==> src/rtl/adc_sum_sq_pkg.sv <==
// Shared types, default widths and the saturating adder for the ADC power
// (sum-of-squares) measurement block.
package adc_sum_sq_pkg;

  localparam int DEF_ADC_W   = 8;
  localparam int DEF_ACC_W   = 32;
  localparam int DEF_LEN_MAX = 24;
  localparam int DEF_CNT_W   = 16;

  typedef enum logic [1:0] {
    IDLE,
    WAIT_SYNC,
    ACCUM
  } state_e;

  // Operands are at most 32 bits wide, so the 64-bit sum cannot wrap before the clamp.
  function automatic logic [63:0] sat_add(input logic [63:0] a,
                                          input logic [63:0] b,
                                          input logic [63:0] max_val);
    logic [63:0] s;
    s = a + b;
    return (s > max_val) ? max_val : s;
  endfunction

endpackage

==> src/rtl/adc_sum_sq_ctrl_sum_sq_accum.sv <==
// Two-stage square-and-accumulate datapath: stage 1 registers the exact square,
// stage 2 accumulates with saturation and publishes on the window's last sample.
module sum_sq_accum
  import adc_sum_sq_pkg::*;
#(
  parameter int ADC_W = DEF_ADC_W,
  parameter int ACC_W = DEF_ACC_W,
  parameter int CNT_W = DEF_CNT_W
) (
  input  logic                    clk_i,
  input  logic                    rst_ni,
  input  logic signed [ADC_W-1:0] adc_data_i,
  input  logic                    smp_vld_i,
  input  logic                    smp_last_i,
  input  logic                    flush_i,
  input  logic                    clr_sat_i,
  output logic [ACC_W-1:0]        sum_o,
  output logic                    sum_vld_o,
  output logic [CNT_W-1:0]        win_cnt_o,
  output logic                    sat_o,
  output logic                    vld_p1_o
);

  localparam int SQ_W = 2 * ADC_W - 1;
  localparam logic [63:0] ACC_MAX = (64'd1 << ACC_W) - 64'd1;

  logic signed [SQ_W-1:0] adc_ext;
  logic [SQ_W-1:0]        sq_d;
  logic [SQ_W-1:0]        sq_p1_q;
  logic                   vld_p1_q;
  logic                   last_p1_q;

  logic [ACC_W-1:0] acc_q, acc_d;
  logic [ACC_W-1:0] sum_q, sum_d;
  logic             sum_vld_q, sum_vld_d;
  logic [CNT_W-1:0] win_cnt_q, win_cnt_d;
  logic             sat_q, sat_d;
  logic [63:0]      add_full;
  logic             sat_hit;

  // Squaring in 2*ADC_W-1 bits keeps (-2^(ADC_W-1))^2 exact as an unsigned value.
  assign adc_ext = SQ_W'(adc_data_i);
  assign sq_d    = adc_ext * adc_ext;

  // ---- stage 1: registered square ----
  always_ff @(posedge clk_i or negedge rst_ni) begin
    if (!rst_ni) begin
      sq_p1_q   <= '0;
      vld_p1_q  <= 1'b0;
      last_p1_q <= 1'b0;
    end else if (flush_i) begin
      sq_p1_q   <= '0;
      vld_p1_q  <= 1'b0;
      last_p1_q <= 1'b0;
    end else begin
      sq_p1_q   <= sq_d;
      vld_p1_q  <= smp_vld_i;
      last_p1_q <= smp_vld_i & smp_last_i;
    end
  end

  // ---- stage 2: saturating accumulate and publish ----
  // Once clamped the running sum stays pinned at full scale, so a full-scale
  // result is exactly the saturated-window condition.
  assign add_full = sat_add(64'(acc_q), 64'(sq_p1_q), ACC_MAX);
  assign sat_hit  = (add_full == ACC_MAX);

  always_comb begin
    acc_d     = acc_q;
    sum_d     = sum_q;
    sum_vld_d = 1'b0;
    win_cnt_d = win_cnt_q;
    sat_d     = sat_q & ~clr_sat_i;
    if (flush_i) begin
      acc_d = '0;
    end else if (vld_p1_q) begin
      if (last_p1_q) begin
        sum_d     = add_full[ACC_W-1:0];
        sum_vld_d = 1'b1;
        win_cnt_d = win_cnt_q + CNT_W'(1);
        acc_d     = '0;
        sat_d     = sat_d | sat_hit;
      end else begin
        acc_d = add_full[ACC_W-1:0];
      end
    end
  end

  always_ff @(posedge clk_i or negedge rst_ni) begin
    if (!rst_ni) begin
      acc_q     <= '0;
      sum_q     <= '0;
      sum_vld_q <= 1'b0;
      win_cnt_q <= '0;
      sat_q     <= 1'b0;
    end else begin
      acc_q     <= acc_d;
      sum_q     <= sum_d;
      sum_vld_q <= sum_vld_d;
      win_cnt_q <= win_cnt_d;
      sat_q     <= sat_d;
    end
  end

  assign sum_o     = sum_q;
  assign sum_vld_o = sum_vld_q;
  assign win_cnt_o = win_cnt_q;
  assign sat_o     = sat_q;
  assign vld_p1_o  = vld_p1_q;

endmodule

==> src/rtl/adc_sum_sq_ctrl.sv <==
// ADC power measurement sequencer: arm/sync window control, 2^L sample windows,
// single-shot or gapless continuous operation, feeding the sum_sq_accum datapath.
module adc_sum_sq_ctrl
  import adc_sum_sq_pkg::*;
#(
  parameter int ADC_W   = DEF_ADC_W,
  parameter int ACC_W   = DEF_ACC_W,
  parameter int LEN_MAX = DEF_LEN_MAX,
  parameter int CNT_W   = DEF_CNT_W
) (
  input  logic                    user_clk,
  input  logic                    user_rst_n,
  input  logic signed [ADC_W-1:0] adc_data,
  input  logic                    adc_valid,
  input  logic                    sync_in,
  input  logic                    ctrl_en,
  input  logic                    ctrl_arm,
  input  logic                    ctrl_cont,
  input  logic [4:0]              ctrl_len_log2,
  output logic [ACC_W-1:0]        sum_sq_out,
  output logic                    sum_sq_valid,
  output logic [CNT_W-1:0]        win_cnt,
  output logic                    sat_flag,
  output logic                    busy
);

  localparam int CW = LEN_MAX + 1;

  state_e         state_q, state_d;
  logic           arm_q;
  logic [4:0]     len_q, len_d;
  logic [CW-1:0]  cnt_q, cnt_d;

  logic [4:0]     len_req;
  logic [4:0]     len_eff;
  logic [CW-1:0]  cnt_eff;
  logic [CW-1:0]  term;
  logic           in_wait;
  logic           arm_evt;
  logic           accept;
  logic           smp_last;
  logic           clr_sat;
  logic           vld_p1;

  assign arm_evt = ctrl_arm & ~arm_q;
  assign len_req = (ctrl_len_log2 > 5'(LEN_MAX)) ? 5'(LEN_MAX) : ctrl_len_log2;
  assign in_wait = (state_q == WAIT_SYNC);

  // The sync cycle's own sample opens the window, so it sees a fresh count and
  // the live length request rather than the registered ones.
  assign len_eff  = in_wait ? len_req : len_q;
  assign cnt_eff  = in_wait ? '0 : cnt_q;
  assign term     = CW'(1) << len_eff;
  assign accept   = ctrl_en & adc_valid & ((state_q == ACCUM) | (in_wait & sync_in));
  assign smp_last = accept & ((cnt_eff + CW'(1)) == term);

  always_ff @(posedge user_clk or negedge user_rst_n) begin
    if (!user_rst_n) begin
      state_q <= IDLE;
      arm_q   <= 1'b0;
      len_q   <= '0;
      cnt_q   <= '0;
    end else begin
      state_q <= state_d;
      arm_q   <= ctrl_arm;
      len_q   <= len_d;
      cnt_q   <= cnt_d;
    end
  end

  always_comb begin
    state_d = state_q;
    len_d   = len_q;
    cnt_d   = cnt_q;
    clr_sat = 1'b0;
    if (!ctrl_en) begin
      state_d = IDLE;
      cnt_d   = '0;
    end else begin
      case (state_q)
        IDLE: begin
          if (arm_evt) begin
            state_d = WAIT_SYNC;
            clr_sat = 1'b1;
          end
        end
        WAIT_SYNC: begin
          if (sync_in) begin
            state_d = ACCUM;
            len_d   = len_req;
            cnt_d   = '0;
          end
        end
        default: ;
      endcase
      // Continuous mode re-latches L so the next sample starts a new window gaplessly.
      if (accept) begin
        if (smp_last) begin
          cnt_d = '0;
          if (ctrl_cont) len_d   = len_req;
          else           state_d = IDLE;
        end else begin
          cnt_d = cnt_eff + CW'(1);
        end
      end
    end
  end

  sum_sq_accum #(
    .ADC_W (ADC_W),
    .ACC_W (ACC_W),
    .CNT_W (CNT_W)
  ) u_accum (
    .clk_i      (user_clk),
    .rst_ni     (user_rst_n),
    .adc_data_i (adc_data),
    .smp_vld_i  (accept),
    .smp_last_i (smp_last),
    .flush_i    (~ctrl_en),
    .clr_sat_i  (clr_sat),
    .sum_o      (sum_sq_out),
    .sum_vld_o  (sum_sq_valid),
    .win_cnt_o  (win_cnt),
    .sat_o      (sat_flag),
    .vld_p1_o   (vld_p1)
  );

  // A single-shot window's final sample is still in flight after the FSM returns to IDLE.
  assign busy = (state_q != IDLE) | vld_p1;

endmodule

==> config.mk <==
export PLATFORM = sky130hd
export DESIGN_NAME = adc_sum_sq_ctrl
export DESIGN_NICKNAME = d
export VERILOG_FILES = /design/src/rtl/adc_sum_sq_pkg.sv /design/src/rtl/adc_sum_sq_ctrl_sum_sq_accum.sv /design/src/rtl/adc_sum_sq_ctrl.sv
export SDC_FILE = /design/constraint.sdc
export NUM_CORES = 1
export LEC_CHECK = 0
export BUFFER_PORTS_ARGS = -buffer_cell sky130_fd_sc_hd__buf_2
export CELL_PAD_IN_SITES_DETAIL_PLACEMENT = 1
export CELL_PAD_IN_SITES_GLOBAL_PLACEMENT = 2
export CORE_ASPECT_RATIO = 0.75
export CORE_MARGIN = 5
export CORE_UTILIZATION = 30
export CTS_BUF_LIST = sky130_fd_sc_hd__clkbuf_16
export DETAILED_ROUTE_END_ITERATION = 6
export PLACE_DENSITY = 0.67
export SYNTH_ARGS = -nofsm -noshare
export SYNTH_HDL_FRONTEND = slang
export SYNTH_HIERARCHICAL = 1
export SYNTH_SLANG_ARGS = --single-unit
==> constraint.sdc <==
create_clock -name user_clk -period 7.45 [get_ports user_clk]
set_input_delay 0.745 -clock user_clk [delete_from_list [all_inputs] [get_ports user_clk]]
set_output_delay 0.745 -clock user_clk [all_outputs]
set_load 0.01 [all_outputs]
# Word level (Yosys, flattened, before mapping)
# Index checks and enable logic that the tools add are counted.
[word_totals] ram_bits=0 input_bits=20 wordCells=78 romBits=0 latchBits=0 mem_count=0 register_bits=132
[classes] n_lt_le_gt_ge=2 add_sub_neg=3 n_reduce_logical=4 n_shift=1 mul=1 n_bitwise=12 mux=36 eq_ne=7 div=0
[op_table] cell="two-way mux 25 bit" count=6
[op_table] cell="two-way mux 32 bit" count=3
[op_table] cell="== test 64 x 32 -> 1 bit (second input constant)" count=1
[op_table] cell="greater-than comparator 64 x 32 -> 1 bit (second input constant)" count=1
[op_table] cell="two-way mux 64 bit" count=1
[op_table] cell="two-way mux 5 bit" count=7
[op_table] cell="adder 32 x 15 -> 33 bit" count=1
[op_table] cell="adder 25 x 1 -> 25 bit (second input constant)" count=1
[op_table] cell="== test 25 bit" count=1
[op_table] cell="left shift 1 x 5 -> 25 bit (first input constant)" count=1
[op_table] cell="adder 16 x 1 -> 16 bit (second input constant)" count=1
[op_table] cell="multiplier 8 x 8 -> 15 bit" count=1
[op_table] cell="two-way mux 15 bit" count=1
[op_table] cell="two-way mux 2 bit" count=6
[op_table] cell="two-way mux 1 bit" count=11
[op_table] cell="bitwise AND 1 bit" count=7
[op_table] cell="greater-than comparator 5 bit (second input constant)" count=1
[op_table] cell="one-hot mux 2 bit (2 select lines)" count=1
[op_table] cell="inequality test 3 x 1 -> 1 bit (second input constant)" count=1
[op_table] cell="inequality test 3 x 2 -> 1 bit (second input constant)" count=1
[op_table] cell="OR 1 bit" count=3
[op_table] cell="AND reduction 3 bit" count=1
[op_table] cell="== test 2 x 1 -> 1 bit (second input constant)" count=1
[op_table] cell="== test 2 bit (second input constant)" count=1
[op_table] cell="other kinds (5)" count=6

# Depth between registers and ports, before layout
# Gate-level depths: netlist of the first run.
[logic_depth] ltp_word=11 mapped_depth=18 depth_no_buf=18

# Hierarchy
# Netlist of the first run, hierarchy kept.
[modules_own_cells] module="sum_sq_accum" area_per_inst_um2=6979.2 n_inst=1 cells_each=737
[modules_own_cells] module="adc_sum_sq_ctrl" area_per_inst_um2=3174.3 n_inst=1 cells_each=398

# Worst setup path before layout of the first run
# No wires, ideal clock.
[synth_timing] path_type="in2reg" startpoint="input port adc_data[7]" endpoint="register u_accum.sq_p1_q[13]" arrival_ps=4504 n_path_buf=1 stages=16 path_slack_ps=2821 cell_sequence="clkbuf_1 and2_1 fa_1 fa_1 inv_1 fa_1 inv_1 fa_1 ha_1 inv_1 o21bai_1 a21oi_1 o21bai_1 a21o_1 a31oi_1 mux2_2"
[synth_via] elab_chain_len=2
[synth_rtl] item="start, declared" line_no="adc_sum_sq_ctrl.sv:13" text="input logic signed [ADC_W-1:0] adc_data,"
[synth_rtl] item="multiplier 8 x 8 -> 15 bit" line_no="adc_sum_sq_ctrl_sum_sq_accum.sv:43" text="assign sq_d = adc_ext * adc_ext;"
[synth_rtl] item="two-way mux 15 bit" line_no="adc_sum_sq_ctrl_sum_sq_accum.sv:51" text="end else if (flush_i) begin"
[synth_rtl] item="end signal, assigned" line_no="adc_sum_sq_ctrl_sum_sq_accum.sv:56" text="sq_p1_q <= sq_d;"
[synth_rtl] item="end, declared" line_no="adc_sum_sq_ctrl_sum_sq_accum.sv:29" text="logic [SQ_W-1:0] sq_p1_q;"
# Every way passes these cells.
# A chain may end at the register's enable or synchronous reset.

# Worst setup path in the final report of the first run
[layout_timing] startpoint="register state_q[1]" endpoint="register cnt_q[16]"
[layout_via] elab_chain_len=8
[layout_rtl] item="start, declared" line_no="adc_sum_sq_ctrl.sv:29" text="state_e state_q, state_d;"
[layout_rtl] item="start signal, assigned" line_no="adc_sum_sq_ctrl.sv:64" text="state_q <= state_d;"
[layout_rtl] item="== test 2 x 1 -> 1 bit" line_no="adc_sum_sq_ctrl.sv:47, adc_sum_sq_ctrl.sv:80"
[layout_rtl] item="two-way mux 25 bit (tied with other cells)" line_no="adc_sum_sq_ctrl.sv:52" text="assign cnt_eff = in_wait ? '0 : cnt_q;"
[layout_rtl] item="adder 25 x 1 -> 25 bit (tied with other cells)" line_no="adc_sum_sq_ctrl.sv:55, adc_sum_sq_ctrl.sv:103"
[layout_rtl] item="== test 25 bit / bitwise AND 1 bit (equally long branches)" line_no="adc_sum_sq_ctrl.sv:55, adc_sum_sq_ctrl.sv:54"
[layout_rtl] item="bitwise AND 1 bit" line_no="adc_sum_sq_ctrl.sv:55" text="assign smp_last = accept & ((cnt_eff + CW'(1)) == term);"
[layout_rtl] item="two-way mux 25 bit" line_no="adc_sum_sq_ctrl.sv:98" text="if (smp_last) begin"
[layout_rtl] item="two-way mux 25 bit" line_no="adc_sum_sq_ctrl.sv:97" text="if (accept) begin"
[layout_rtl] item="two-way mux 25 bit" line_no="adc_sum_sq_ctrl.sv:76" text="if (!ctrl_en) begin"
[layout_rtl] item="end signal, assigned" line_no="adc_sum_sq_ctrl.sv:67" text="cnt_q <= cnt_d;"
[layout_rtl] item="end, declared" line_no="adc_sum_sq_ctrl.sv:32" text="logic [CW-1:0] cnt_q, cnt_d;"
# Several ways; a longest one is shown, not always the timed one.

==> flow_results.org, run 1 <==
** Clock tree
- The clock net in this run drives a total of 131 sinks.
- PostCTS Resize Cnt :: 0
- Hold buffer count at cts :: 0
- Number of setup buffers added after CTS :: 0
- At the later pin of the worst-skew pair, clock insertion delay measures 0.43 ns.
- After clock tree synthesis, the clock-pin slew on the worst setup and hold paths is 0.07 ns.
- Longest Clk Path Bufs :: 2
- CTS H-tree depth :: 4
- Clk root buf :: sky130_fd_sc_hd__clkbuf_16
- Clock tree from TritonCTS :: built
- In this run, CTS created clock tree buffers numbering 17.

** Logic synthesis
- The number of nets handed over by synthesis was 1236.
- Parity-gate share of the synthesized area counting xor and xnor cells :: 6.519%
- Cell types occupying the most area after synthesis :: sky130_fd_sc_hd__dfrtp_1, sky130_fd_sc_hd__fa_1, sky130_fd_sc_hd__nand2_1
- Post-Synth Adder-Cell Area :: 13.16%
- Total of flip-flops plus latches after synthesis :: 131
- Netlist area before placement :: 10150 um2
- Multiplexer cells account for 2.477% of the synthesized area.
- Dominant combinational cell family by area after synthesis :: simple AND/OR/NAND/NOR gates
- After synthesis, flip-flops and latches occupy 32.29% of the total area.
- Counting flops with an async set or reset pin after synthesis yields a share of 100.0%.
- Synth Instances :: 1135
- Of all cell types, the one taking the most synthesized area is sky130_fd_sc_hd__dfrtp_1.
- The synthesized netlist devotes 17.34% of its cell area to compound gates.
- Yosys warning count :: 6
- Syn_area_per_cell :: 8.946 um2
- Unique masters post-synth :: 94
- Synth top area share :: 32.29%
- Post-synthesis share of cell area spent on and, or, nand and nor gates :: 21.93%
- Counting flops with a built-in enable in the synthesized netlist gives 0.
- For this run, the leading register cell type out of synthesis is sky130_fd_sc_hd__dfrtp_1.

** Detailed routing
- For this run, design rule violations remaining after detail routing come to 0.
- The detail route stage leaves a number of antenna-violating nets equal to 0.
- Vias per inst :: 5.095
- Initial DRC Count :: 541
- Total number of vias :: 8331
- After detailed routing, the average wire length per cell comes to 19.34 um.
- TritonRoute pass-1 iters :: 7
- After detailed routing, the total wire length is 31.62 mm.

** Setup path
- Internal reg-to-reg setup slack :: 2.70 ns
- In this run the critical register-to-register path is captured at cnt_q[16].
- The worst setup path is launched from a flip-flop.
- Of all nets on the critical path, the largest fanout is 10.
- The startpoint identified for the worst register-to-register timing path is state_q[1].
- STA classifies the critical path endpoint as a flip-flop.
- Required time of the critical path :: 7.77 ns
- Path depth of the worst reg2reg path :: 13
- The worst setup path is of the reg2reg kind.
- Critical Path AT :: 5.08 ns

** Power
- Fraction of power consumed by combinational cells :: 35.4%
- Clock power frac :: 33.0%
- Leakage power summed over all cells :: 5.120 nW
- Power density over the cells :: 221.6 nW/um2
- Flop pwr share :: 31.6%
- Switching power share of the total :: 37.04%
- Worst ir drop on vdd :: 133.4 uV
- Net switching power :: 0.9314 mW
- Internal power component :: 1.584 mW

** Hold path
- Type of the tightest min-delay check :: in2async

** Finish
- Of the cells placed in the final design, the portion with a size suffix greater than 1 is 13.59%.
- The area growth from synthesis to layout is 11.76%.
- Utilization of the core after routing :: 33.92%
- The filler cells instantiated in the layout total 3925.
- Highest-count cells in the layout ignoring fill and taps :: sky130_fd_sc_hd__nand2_1, sky130_fd_sc_hd__dfrtp_1, sky130_fd_sc_hd__o21ai_0
- Most common cell after layout, fill and taps aside :: sky130_fd_sc_hd__nand2_1
- The count of cells in the finished layout, fillers not included, comes to 1635.
- The repair_antennas step left the layout with diodes totalling 0.
- For this run, the post-layout net count is 1273.

** Timing
- The worst path in the final design needs a cycle of 4.752 ns, including I/O delays and setup.
- Sum of negative setup slack :: 0 ns
- Highest clock frequency the design can meet :: 210.5 MHz
- Worst hold slack :: 0.3799 ns
- Setup violations remaining at the end of the flow were counted as 0.
- Count of endpoints failing hold in the final timing report :: 0
- Final worst-path cycle share :: 63.78%
- At the pin with the least slew margin, the transition time is 1.270 ns.
- The count of pins over their slew limit is 0.
- Setup repair after global routing left no endpoint under its margin.
- Setup skew after layout :: 0.01427 ns
- Headroom to the max-slew limit came out at 15.16%.

** Global routing
- Largest net degree at the start of global routing :: 83
- The first global-routing pass estimated 51.18 mm of wire.
- The initial antenna violation count came to 1.
- Global routing consumed, over all layers together, 16.98% of the routing resources.
- For this run the aggregate overflow at the end of global routing stands at 0.
- Via count of the first global-routing pass :: 8606

** Outcome
- The flow ran to the end, and the final reports show no timing, DRC or antenna violations.

** Floorplan
- The region available for standard cell placement spans 33450 um2.
- 71 I/O pins were placed.
- Initial core utilization :: 30.35%
- Number of standard-cell rows in the floorplan :: 58
- Die X-Extent :: 222.4 um
- Die footprint :: 37660 um2
- Die extent in y :: 169.3 um

** Placed design
- Post-placement cell count :: 1603
- Port Buf Inserts :: 70
- Placer's final routability congestion estimate :: 0.8222
- Summed over all nets, the half-perimeter wirelength after detailed placement is 24.06 mm.

** Job
- Across the run, the number of max-cap violations was 0.
-- flip-flops by register name, summed over array words and instances, names as in the netlist, 2 cells and up --
name and flops:
u_accum/acc_q 32, cnt_q 25, len_q 5, state_q 2
u_accum/sq_p1_q 14, u_accum/sum_o 32, u_accum/win_cnt_o 16
-- worst max-delay path by stage --
stage,endpoint,cells past startpoint,slack [ns],start
finish,cnt_q[16],13,2.70,state_q[1]
global route,cnt_q[16],13,2.28,state_q[1]
floorplan,u_accum/sq_p1_q[13],16,2.82,adc_data[7]
global placement,u_accum/sq_p1_q[14],19,2.52,adc_data[1]
CTS,cnt_q[23],13,2.70,state_q[1]
detailed placement,u_accum/sq_p1_q[14],19,2.42,adc_data[1]
-- worst max-delay path: stages, from the launching register on --
cell                       delay [ns]
sky130_fd_sc_hd__dfrtp_1         0.57
sky130_fd_sc_hd__nand2b_1        0.47
sky130_fd_sc_hd__and2_1          0.22
sky130_fd_sc_hd__ha_1            0.27
sky130_fd_sc_hd__nand2_1         0.15
sky130_fd_sc_hd__nor3_1          0.57
sky130_fd_sc_hd__a21oi_1         0.15
sky130_fd_sc_hd__a31oi_1         0.41
sky130_fd_sc_hd__mux2i_1         0.28
sky130_fd_sc_hd__a31o_2          0.14
sky130_fd_sc_hd__and4b_4         0.22
sky130_fd_sc_hd__a21oi_2         0.47
sky130_fd_sc_hd__nand2_1         0.38
sky130_fd_sc_hd__o311ai_1        0.35
-- power by group through the flow --
stage | Sequential [mW] | Combinational [mW] | Clock, mW
2_1_floorplan | 0.774 | 0.700 | 0
3_3_place_gp | 0.806 | 0.884 | 0
3_5_place_dp | 0.806 | 0.892 | 0
4_1_cts | 0.793 | 0.898 | 0.863
5_1_grt | 0.799 | 1.01 | 0.889
6_report | 0.795 | 0.889 | 0.831
-- cells by family (layout without fill, tap and decap cells) --
kind of cell	Yosys count	count (layout)
muxes	22	22
xor gates and xnor gates	74	74
and+or+nand+nor	431	431
DFF	131	131
adders and majority gates	81	81
AOI/OAI and AO/OA	264	264
buffers and inverters	132	182
-- per-stage QoR --
stage	power, mW	cell area, um2	worst slack [ns]
after global routing	2.699	11350	2.275
after CTS	2.554	11350	2.704
final	2.515	11350	2.698
after detailed placement	1.698	10780	2.421
after floorplan	1.474	10150	2.821
after global placement	1.689	10780	2.517
-- cells in the mapped netlist, drive strengths merged (4+ instances only) --
| cell type | n |
|---|---|
| nand4 | 20 |
| nor4 | 14 |
| or3 | 10 |
| mux2i | 12 |
| buf | 24 |
| nand3b | 5 |
| nand2 | 145 |
| inv | 74 |
| a21o | 12 |
| a21oi | 41 |
| a22oi | 5 |
| a211oi | 4 |
| o21a | 4 |
| o31ai | 5 |
| xnor2 | 49 |
| nand2b | 11 |
| or4 | 5 |
| a22o | 9 |
| nor3 | 21 |
| o211ai | 12 |
| nand3 | 32 |
| nor3b | 7 |
| a31oi | 12 |
| o311ai | 7 |
| fa | 43 |
| and3 | 11 |
| o21ai | 101 |
| nor2 | 79 |
| dfrtp | 131 |
| a21boi | 8 |
| o32ai | 5 |
| clkbuf | 34 |
| and2 | 32 |
| o211a | 5 |
| ha | 38 |
| xor2 | 24 |
| o22ai | 5 |
| and4 | 8 |
| mux2 | 10 |
| o21bai | 6 |
| nor2b | 18 |
-- cell type report --
cell class	count	area, um2	share of cell area (%)
Multi-Input combinational cell	872	6255	55.12
Clock buffer	17	425.4	3.749
Clock inverter	15	146.4	1.290
Inverter	74	277.8	2.448
Timing Repair Buffer	76	401.6	3.540
Tap cell	450	563.0	4.962
Sequential cell	131	3278	28.89
-- layer usage --
metal / track usage (%) / vias to the layer above / share of wire, %
met2: 23.43 / 137 / 39
met3: 2.784 / 19 / 3.7
met5: 0 / - / 0
met1: 27.76 / 4129 / 56
met4: 3.035 / 0 / 0.72
li1: - / 4046 / -
Power figures use the tool's default switching activity.
==> inputs of run 2 (changes only) <==
- PLACE_DENSITY: 0.67 -> 0.69
- clock period: 7.45 -> 3.87 ns (I/O delays scaled with it)
==> run 2 against run 1 <==
  * Worst setup slack lost 2.7 ns
  * Power grew 110%
  * First-iteration DRC count decreased by 2.0%
  * Global-route usage increased by 0.44 points
  * Utilization increased by 2.2 points
  * Sequential power is 91% higher
==> flow_results.org, run 2 (synthesized netlist as in run 1, its figures left out) <==
** Finish
- The post-synthesis to final-layout area growth is 18.97% (was 11.76%).
- The layout net count came to 1342 (was 1273).
- The area of the multi-input gates is 6442 um2 (was 6255 um2).
- The count of filler cells inserted in the layout was 3959 (was 3925).
- The most common cell after layout, fill and taps aside is sky130_fd_sc_hd__nand2_1 (unchanged).
- Share of cells above drive strength 1 :: 21.05% (was 13.59%)
- Utilization of the core after routing :: 36.11% (was 33.92%)
- Highest-count cells in the layout ignoring fill and taps: sky130_fd_sc_hd__nand2_1, sky130_fd_sc_hd__dfrtp_1, sky130_fd_sc_hd__o21ai_0 (unchanged).
- The area taken by flip-flops and latches is 3279 um2 (was 3278 um2).
- Fin cells :: 1705 (was 1635)
- Design area :: 12080 um2 (was 11350 um2)

** Setup path
- FF-to-FF Start :: state_q[1] (unchanged)
- Kind of launch point of the worst setup path :: input pin (was flip-flop)
- The number of buffer and inverter instances along the worst setup path was 5 (was 0).
- Critical Path End :: u_accum/sq_p1_q[13] (was cnt_q[16])
- Crit-path cells: buf_6 -> buf_6 -> and2_4 -> fa_1 -> fa_1 -> inv_1 -> fa_1 -> inv_1 -> fa_1 -> ha_4 -> inv_2 -> o21bai_1 -> a21oi_2 -> o21bai_1 -> a21o_1 -> a31oi_2 -> mux2_4 (was nand2b_1 -> and2_1 -> ha_1 -> nand2_1 -> nor3_1 -> a21oi_1 -> a31oi_1 -> mux2i_1 -> a31o_2 -> and4b_4 -> a21oi_2 -> nand2_1 -> o311ai_1).
- Start point of the critical path :: adc_data[0] (was state_q[1])
- Required time of the critical path :: 4.17 ns (was 7.77 ns)
- Worst Setup End Kind :: flip-flop (unchanged)
- Cell repeated most along the worst path :: sky130_fd_sc_hd__fa_1 (was sky130_fd_sc_hd__nand2_1)
- Endpoint of the most critical register-to-register path :: len_q[3] (was cnt_q[16])
- Instance count on the critical path :: 17 (was 13)
- The slack of the worst reg-to-reg path is 0.19 ns (was 2.70 ns).
- CP max stage cell :: sky130_fd_sc_hd__fa_1 (was sky130_fd_sc_hd__dfrtp_1)
- The worst setup path category was in2reg (was reg2reg).
- Category of cells accounting for the largest share of critical-path delay :: adder cells (was simple AND/OR/NAND/NOR gates)
- Longest individual stage delay on the worst path :: 0.52 ns (was 0.57 ns)
- The arrival time at the worst endpoint came to 4.12 ns (was 5.08 ns).
- The maximum fanout count along the critical path is 5 (was 10).
- Path depth of the worst reg2reg path :: 13 (unchanged)

** Detailed routing
- The via count is 8721 (was 8331).
- Total detailed-routing wirelength :: 32.74 mm (was 31.62 mm)
- Avg WL per Cell :: 19.20 um (was 19.34 um)
- Vias per inst :: 5.115 (was 5.095)
- Number of nets still failing antenna checks after routing :: 0 (unchanged)
- Residual DRC :: 0 (unchanged)
- Initial DRC Count :: 530 (was 541)
- TritonRoute pass-1 iters :: 5 (was 7)

** Global routing
- Via count of the first global-routing pass :: 9143 (was 8606)
- First-pass GRT wire length :: 52.67 mm (was 51.18 mm)
- Antenna violations before repair :: 1 (unchanged)
- The pin count of the biggest net entering global routing is 94 (was 83).
- Overall track demand over capacity in global routing :: 17.42% (was 16.98%)
- Total congestion overflow after global routing :: 0 (unchanged)

** Clock tree
- Clk root buf :: sky130_fd_sc_hd__clkbuf_16 (unchanged)
- Clock latency of the later-clocked register in the worst-skew pair :: 0.43 ns (about the same)
- Longest Clk Path Bufs :: 2 (unchanged)
- Clock tree from TritonCTS :: built (unchanged)
- The post-CTS clock slew at the launch and capture registers of the worst setup and hold paths came to 0.06 ns (was 0.07 ns).
- CTS H-tree depth :: 4 (unchanged)
- Clock sink count :: 131 (unchanged)
- The number of CTS-inserted buffers came to 17 (unchanged).

** Floorplan
- The I/O pin count was 71 (unchanged).
- The row count is 58 (unchanged).
- Die X-Extent :: 222.4 um (unchanged)
- Area of the placeable core :: 33450 um2 (unchanged)
- Initial core utilization :: 30.35% (unchanged)
- The total die area was 37660 um2 (unchanged).
- The die extent in y was 169.3 um (unchanged).

** Outcome
- Outcome :: complete, no violations (unchanged)

** Timing
- Setup repair after global routing missed its margin :: yes (was no)
- The count of pins over their slew limit came to 0 (unchanged).
- The clock skew after layout came to 0.01601 ns (was 0.01427 ns).
- The final-report setup violation count came to 0 (unchanged).
- Of the available clock period, the critical path in the final layout requires 98.80%.
- Measured slew at the worst slew-check pin :: 0.8786 ns (was 1.270 ns)
- For this run, the top clock speed supported by timing is 261.5 MHz.
- The final hold violation count came to 0 (unchanged).
- The worst setup slack after layout is 0.04651 ns (was 2.698 ns).
- The tightest hold margin was 0.05715 ns (was 0.3799 ns).
- Rel. slew slack :: 41.43% (was 15.16%)
- Final period demand of the worst path :: 3.823 ns

** Placed design
- Post-placement cell count :: 1668 (was 1603)
- Placer's final routability congestion estimate :: 0.8437 (was 0.8222)
- The post-placement setup slack was -0.5187 ns (was 2.421 ns).
- Detailed placer's ending HPWL :: 24.86 mm (was 24.06 mm)
- The standard cell area after detailed placement came to 11340 um2 (was 10780 um2).
- The total of buffers placed on input and output ports was 70 (unchanged).

** Hold path
- Type of the tightest min-delay check :: in2async (unchanged)

** Job
- Max Cap Violations :: 0 (unchanged)

** Power
- The power density over the cells is 437.7 nW/um2 (was 221.6 nW/um2).
- Leakage power summed over all cells :: 5.494 nW (was 5.120 nW)
- Worst ir drop on vdd :: 275.7 uV (was 133.4 uV)
==> run 2: power by group <==
| part | switching (mW) | total (mW) | internal, mW |
|---|---|---|---|
| clock network | 0.664 | 1.55 | 0.889 |
| logic | 1.16 | 2.21 | 1.06 |
| registers | 0.0772 | 1.52 | 1.44 |
| total | 1.90 | 5.29 | 3.39 |
==> run 2: final cells by class <==
type                    instances  area share [%]
multi-input cells             872           53.34
inverters                      74           2.300
diodes                          1         0.02072
clock buffers                  17           3.522
flip-flops and latches        131           27.15
clock inverters                15           1.139
well taps                     450           4.661
repair buffers                145           7.872
==> run 2: stage by stage <==
| stage | power, mW | TNS, ns |
|---|---|---|
| 5_1_grt | 5.670 | -0.1612 |
| 2_1_floorplan | 2.897 | -0.2528 |
| 4_1_cts | 5.219 | -0.04893 |
| 6_report | 5.287 | 0 |
| 3_3_place_gp | 3.543 | -1.398 |
| 3_5_place_dp | 3.584 | -1.957 |
==> run 2: worst min path at each step <==
stage | startpoint | endpoint
floorplan | user_rst_n | arm_q
global placement | u_accum/sum_o[23] | u_accum/sum_o[23]
detailed placement | u_accum/sum_o[5] | u_accum/sum_o[5]
CTS | user_rst_n | u_accum/sum_o[0]
global route | ctrl_arm | arm_q
finish | user_rst_n | u_accum/sum_o[0]
==> run 2: worst register-to-register path: stages, from the launching register on <==
cell and delay, ns:
sky130_fd_sc_hd__dfrtp_2 0.35, sky130_fd_sc_hd__nand2b_1 0.16, sky130_fd_sc_hd__and2_1 0.16, sky130_fd_sc_hd__ha_1 0.26
sky130_fd_sc_hd__nand2_1 0.19, sky130_fd_sc_hd__or4_4 0.54, sky130_fd_sc_hd__or3_4 0.35, sky130_fd_sc_hd__a21oi_2 0.20
sky130_fd_sc_hd__xnor2_1 0.10, sky130_fd_sc_hd__a2111oi_2 0.33, sky130_fd_sc_hd__and3_4 0.27, sky130_fd_sc_hd__and4_4 0.24
sky130_fd_sc_hd__o21ai_4 0.12, sky130_fd_sc_hd__mux2_4 0.32
==> run 2: per-layer routing <==
metal  routed length, um  global-route usage, %  vias up  part of all wire, %
li1                    -                      -     4182                    -
met1               17320                  27.03     4372                   53
met2               13890                  25.66      144                   42
met3                1199                  2.957       21                  3.7
met4                 308                  3.275        2                 0.94
met5                   9                      0        -                0.027
==> run 2: what timing repair did <==
item	CTS	global route
resized for setup	5	27
pin swaps	3	10
hold buffers	0	0
setup endpoints to repair	3	28
setup buffers	1	3
==> inputs of run 3 (changes only) <==
- CELL_PAD_IN_SITES_DETAIL_PLACEMENT: 1 -> not set
- CELL_PAD_IN_SITES_GLOBAL_PLACEMENT: 2 -> not set
- PLACE_DENSITY: 0.69 -> 0.48
==> run 3 against run 2 <==
  * Via count fell by 1.9%
  * Power is 1.8% lower
  * Global-route usage is 2.2 points lower
  * Cell count shrank 0.70%
  * Hold slack lost 0.018 ns
==> flow_results.org, run 3 (synthesized netlist as in run 1, its figures left out) <==
** Global routing
- The initial antenna violation count was 1 (unchanged).
- The residual overflow from global routing was 0 (unchanged).
- The overall track demand over capacity in global routing was 15.19% (was 17.42%).
- The pin count of the biggest net entering global routing is 105 (was 94).
- The via count of the first global-routing pass came to 8172 (was 9143).
- The first-pass GRT wire length is 46.53 mm (was 52.67 mm).

** Detailed routing
- Vias per inst :: 5.053 (was 5.115)
- Total detailed-routing wirelength :: 28.37 mm (was 32.74 mm)
- The via count was 8555 (was 8721).
- Number of nets still failing antenna checks after routing :: 0 (unchanged)
- The DRC violations left is 0 (unchanged).
- Avg WL per Cell :: 16.76 um (was 19.20 um)
- Initial DRC Count :: 726 (was 530)
- The number of iterations in the first detailed-routing pass was 4 (was 5).

** Clock tree
- The post-CTS clock slew at the launch and capture registers of the worst setup and hold paths is 0.07 ns (was 0.06 ns).
- The clock tree from TritonCTS is built (unchanged).
- Number of buffers inserted during clock tree synthesis :: 17 (unchanged)
- The number of clock sinks was 131 (unchanged).
- The hold buffer count at cts came to 0 (unchanged).
- Clk root buf :: sky130_fd_sc_hd__clkbuf_16 (unchanged)
- The maximum number of buffers from clock root to sink came to 2 (unchanged).
- The number of levels in the clock H-tree came to 4 (unchanged).
- The source-to-sink clock delay at the later pin of the worst-skew pair was 0.42 ns (was 0.43 ns).

** Power
- The static power due to leakage was 5.429 nW (was 5.494 nW).
- Fraction of power consumed by combinational cells :: 39.7% (was 41.9%)
- The power density over the cells was 435.3 nW/um2 (was 437.7 nW/um2).
- Clock power frac :: 30.8% (was 29.4%)
- The switching power came to 1.844 mW (was 1.900 mW).
- The switching part of the total is 35.53% (was 35.93%).
- The sequential share of power was 29.5% (was 28.7%).
- The peak supply drop is 248.9 uV (was 275.7 uV).
- Internal power component :: 3.347 mW (was 3.387 mW)
- Total power after layout :: 5.191 mW (was 5.287 mW)

** Finish
- The number of antenna repair diodes is 0 (was 1).
- Count of nets after finishing :: 1331 (was 1342)
- The area taken by flip-flops and latches was 3279 um2 (unchanged).
- Design area :: 11930 um2 (was 12080 um2)
- Share of cells above drive strength 1 :: 19.31% (was 21.05%)
- Highest-count cells in the layout ignoring fill and taps :: sky130_fd_sc_hd__nand2_1, sky130_fd_sc_hd__dfrtp_1, sky130_fd_sc_hd__o21ai_0 (unchanged)
- The utilization after layout was 35.65% (was 36.11%).
- Post-synthesis to final-layout area growth :: 17.45% (was 18.97%)
- The count of filler cells inserted in the layout came to 3454 (was 3959).
- The area of the multi-input gates came to 6356 um2 (was 6442 um2).
- Most common cell after layout, fill and taps aside :: sky130_fd_sc_hd__nand2_1 (unchanged)

** Setup path
- The worst setup path category is in2reg (unchanged).
- The maximum fanout count along the critical path is 5 (unchanged).
- FF-to-FF Start :: state_q[0] (was state_q[1])
- The terminus of the critical flop-to-flop path is len_q[1] (was len_q[3]).
- Required time of the critical path :: 4.17 ns (about the same)
- The category of the worst setup path launch point was an input pin (unchanged).
- The arrival time at the worst endpoint is 4.15 ns (was 4.12 ns).
- The slack of the worst reg-to-reg path was 0.28 ns (was 0.19 ns).
- Path depth of the worst reg2reg path :: 13 (unchanged)
- Worst Setup End Kind :: flip-flop (unchanged)

** Timing
- Final period demand of the worst path :: 3.854 ns (was 3.823 ns)
- Setup repair after global routing missed its margin :: yes (unchanged)
- Count of endpoints failing hold in the final timing report :: 0 (unchanged)
- The clock skew after layout came to 0.01501 ns (was 0.01601 ns).
- Number of slew-limit violations in the final report :: 0 (unchanged)
- The ratio of final minimum period to clock period was 99.59% (was 98.80%).
- # setup viols final :: 0 (unchanged)
- Rel. slew slack :: 21.71% (was 41.43%)
- Highest clock frequency the design can meet :: 259.5 MHz (was 261.5 MHz)
- Measured slew at the worst slew-check pin :: 1.169 ns (was 0.8786 ns)

** Floorplan
- The I/O pin count came to 71 (unchanged).
- The effective utilization at floorplan was 30.35% (unchanged).
- The area of the placeable core was 33450 um2 (unchanged).
- The total die area is 37660 um2 (unchanged).
- The die extent in y came to 169.3 um (unchanged).
- The overall die width was 222.4 um (unchanged).
- Number of standard-cell rows in the floorplan :: 58 (unchanged)

** Outcome
- Outcome :: complete, no violations (unchanged)

** Placed design
- Detailed placer's ending HPWL :: 21.44 mm (was 24.86 mm)
- Placer's final routability congestion estimate :: 0.9096 (was 0.8437)
- Dpl cell area :: 11250 um2 (was 11340 um2)
- The total of buffers placed on input and output ports was 70 (unchanged).

** Hold path
- Type of the tightest min-delay check :: in2async (unchanged)

** Job
- Max Cap Violations :: 0 (unchanged)
run 3: critical path, stage by stage:
cell and delay [ns]:
sky130_fd_sc_hd__buf_8 0.10, sky130_fd_sc_hd__buf_6 0.11, sky130_fd_sc_hd__and2_4 0.16, sky130_fd_sc_hd__fa_1 0.49
sky130_fd_sc_hd__fa_1 0.49, sky130_fd_sc_hd__inv_1 0.05, sky130_fd_sc_hd__fa_1 0.48, sky130_fd_sc_hd__inv_2 0.04
sky130_fd_sc_hd__fa_1 0.49, sky130_fd_sc_hd__ha_4 0.30, sky130_fd_sc_hd__a21oi_2 0.06, sky130_fd_sc_hd__o21bai_1 0.18
sky130_fd_sc_hd__a21oi_2 0.08, sky130_fd_sc_hd__o21bai_1 0.18, sky130_fd_sc_hd__a21oi_2 0.09, sky130_fd_sc_hd__o21ai_2 0.15
sky130_fd_sc_hd__mux2_4 0.31
run 3: cell type report:
class / count / area share, %
clock buffers: 17 / 3.567
multi-input cells: 872 / 53.30
inverters: 74 / 2.350
well taps: 450 / 4.721
flip-flops and latches: 131 / 27.50
repair buffers: 134 / 7.323
clock inverters: 15 / 1.238
run 3: worst max path at each step:
| stage | startpoint | to | cells after the start | slack [ns] |
|---|---|---|---|---|
| detailed placement | adc_data[0] | u_accum/sq_p1_q[14] | 17 | -0.45 |
| global placement | adc_data[0] | u_accum/sq_p1_q[14] | 17 | -0.38 |
| global route | adc_data[0] | u_accum/sq_p1_q[13] | 17 | -0.15 |
| floorplan | adc_data[7] | u_accum/sq_p1_q[13] | 16 | -0.13 |
| finish | adc_data[0] | u_accum/sq_p1_q[14] | 17 | 0.02 |
| CTS | adc_data[0] | u_accum/sq_p1_q[14] | 17 | 0.007 |
run 3: per-stage QoR:
step,worst slack [ns],hold slack (ns),setup TNS [ns],std cells
floorplan,-0.1319,0.09141,-0.2528,1135
global placement,-0.3787,0.4523,-1.284,1656
detailed placement,-0.4478,0.4633,-1.532,1656
CTS,0.007340,0.07223,0,1688
global route,-0.1533,0.06868,-0.2985,1693
finish,0.01588,0.03927,0,1693
run 3: power by group through the flow:
stage          Combinational, mW  Sequential [mW]  Clock, mW
4_1_cts                     1.97             1.53       1.66
2_1_floorplan               1.41             1.49          0
5_1_grt                     2.33             1.54       1.70
6_report                    2.06             1.53       1.60
3_5_place_dp                1.95             1.55          0
3_3_place_gp                1.95             1.55          0
run 3: repair_timing:
item / in CTS / in global routing
pin swaps: 1 / 14
buffers inserted: 0 / 5
endpoints found under the setup margin: 1 / 4
resized for setup: 0 / 20
run 3: metal layers:
| layer | wire, um | GRT usage, % |
|---|---|---|
| met5 | 0 | 0 |
| met2 | 11280 | 20.89 |
| met3 | 1967 | 2.853 |
| met1 | 14800 | 24.40 |
| met4 | 322 | 3.435 |
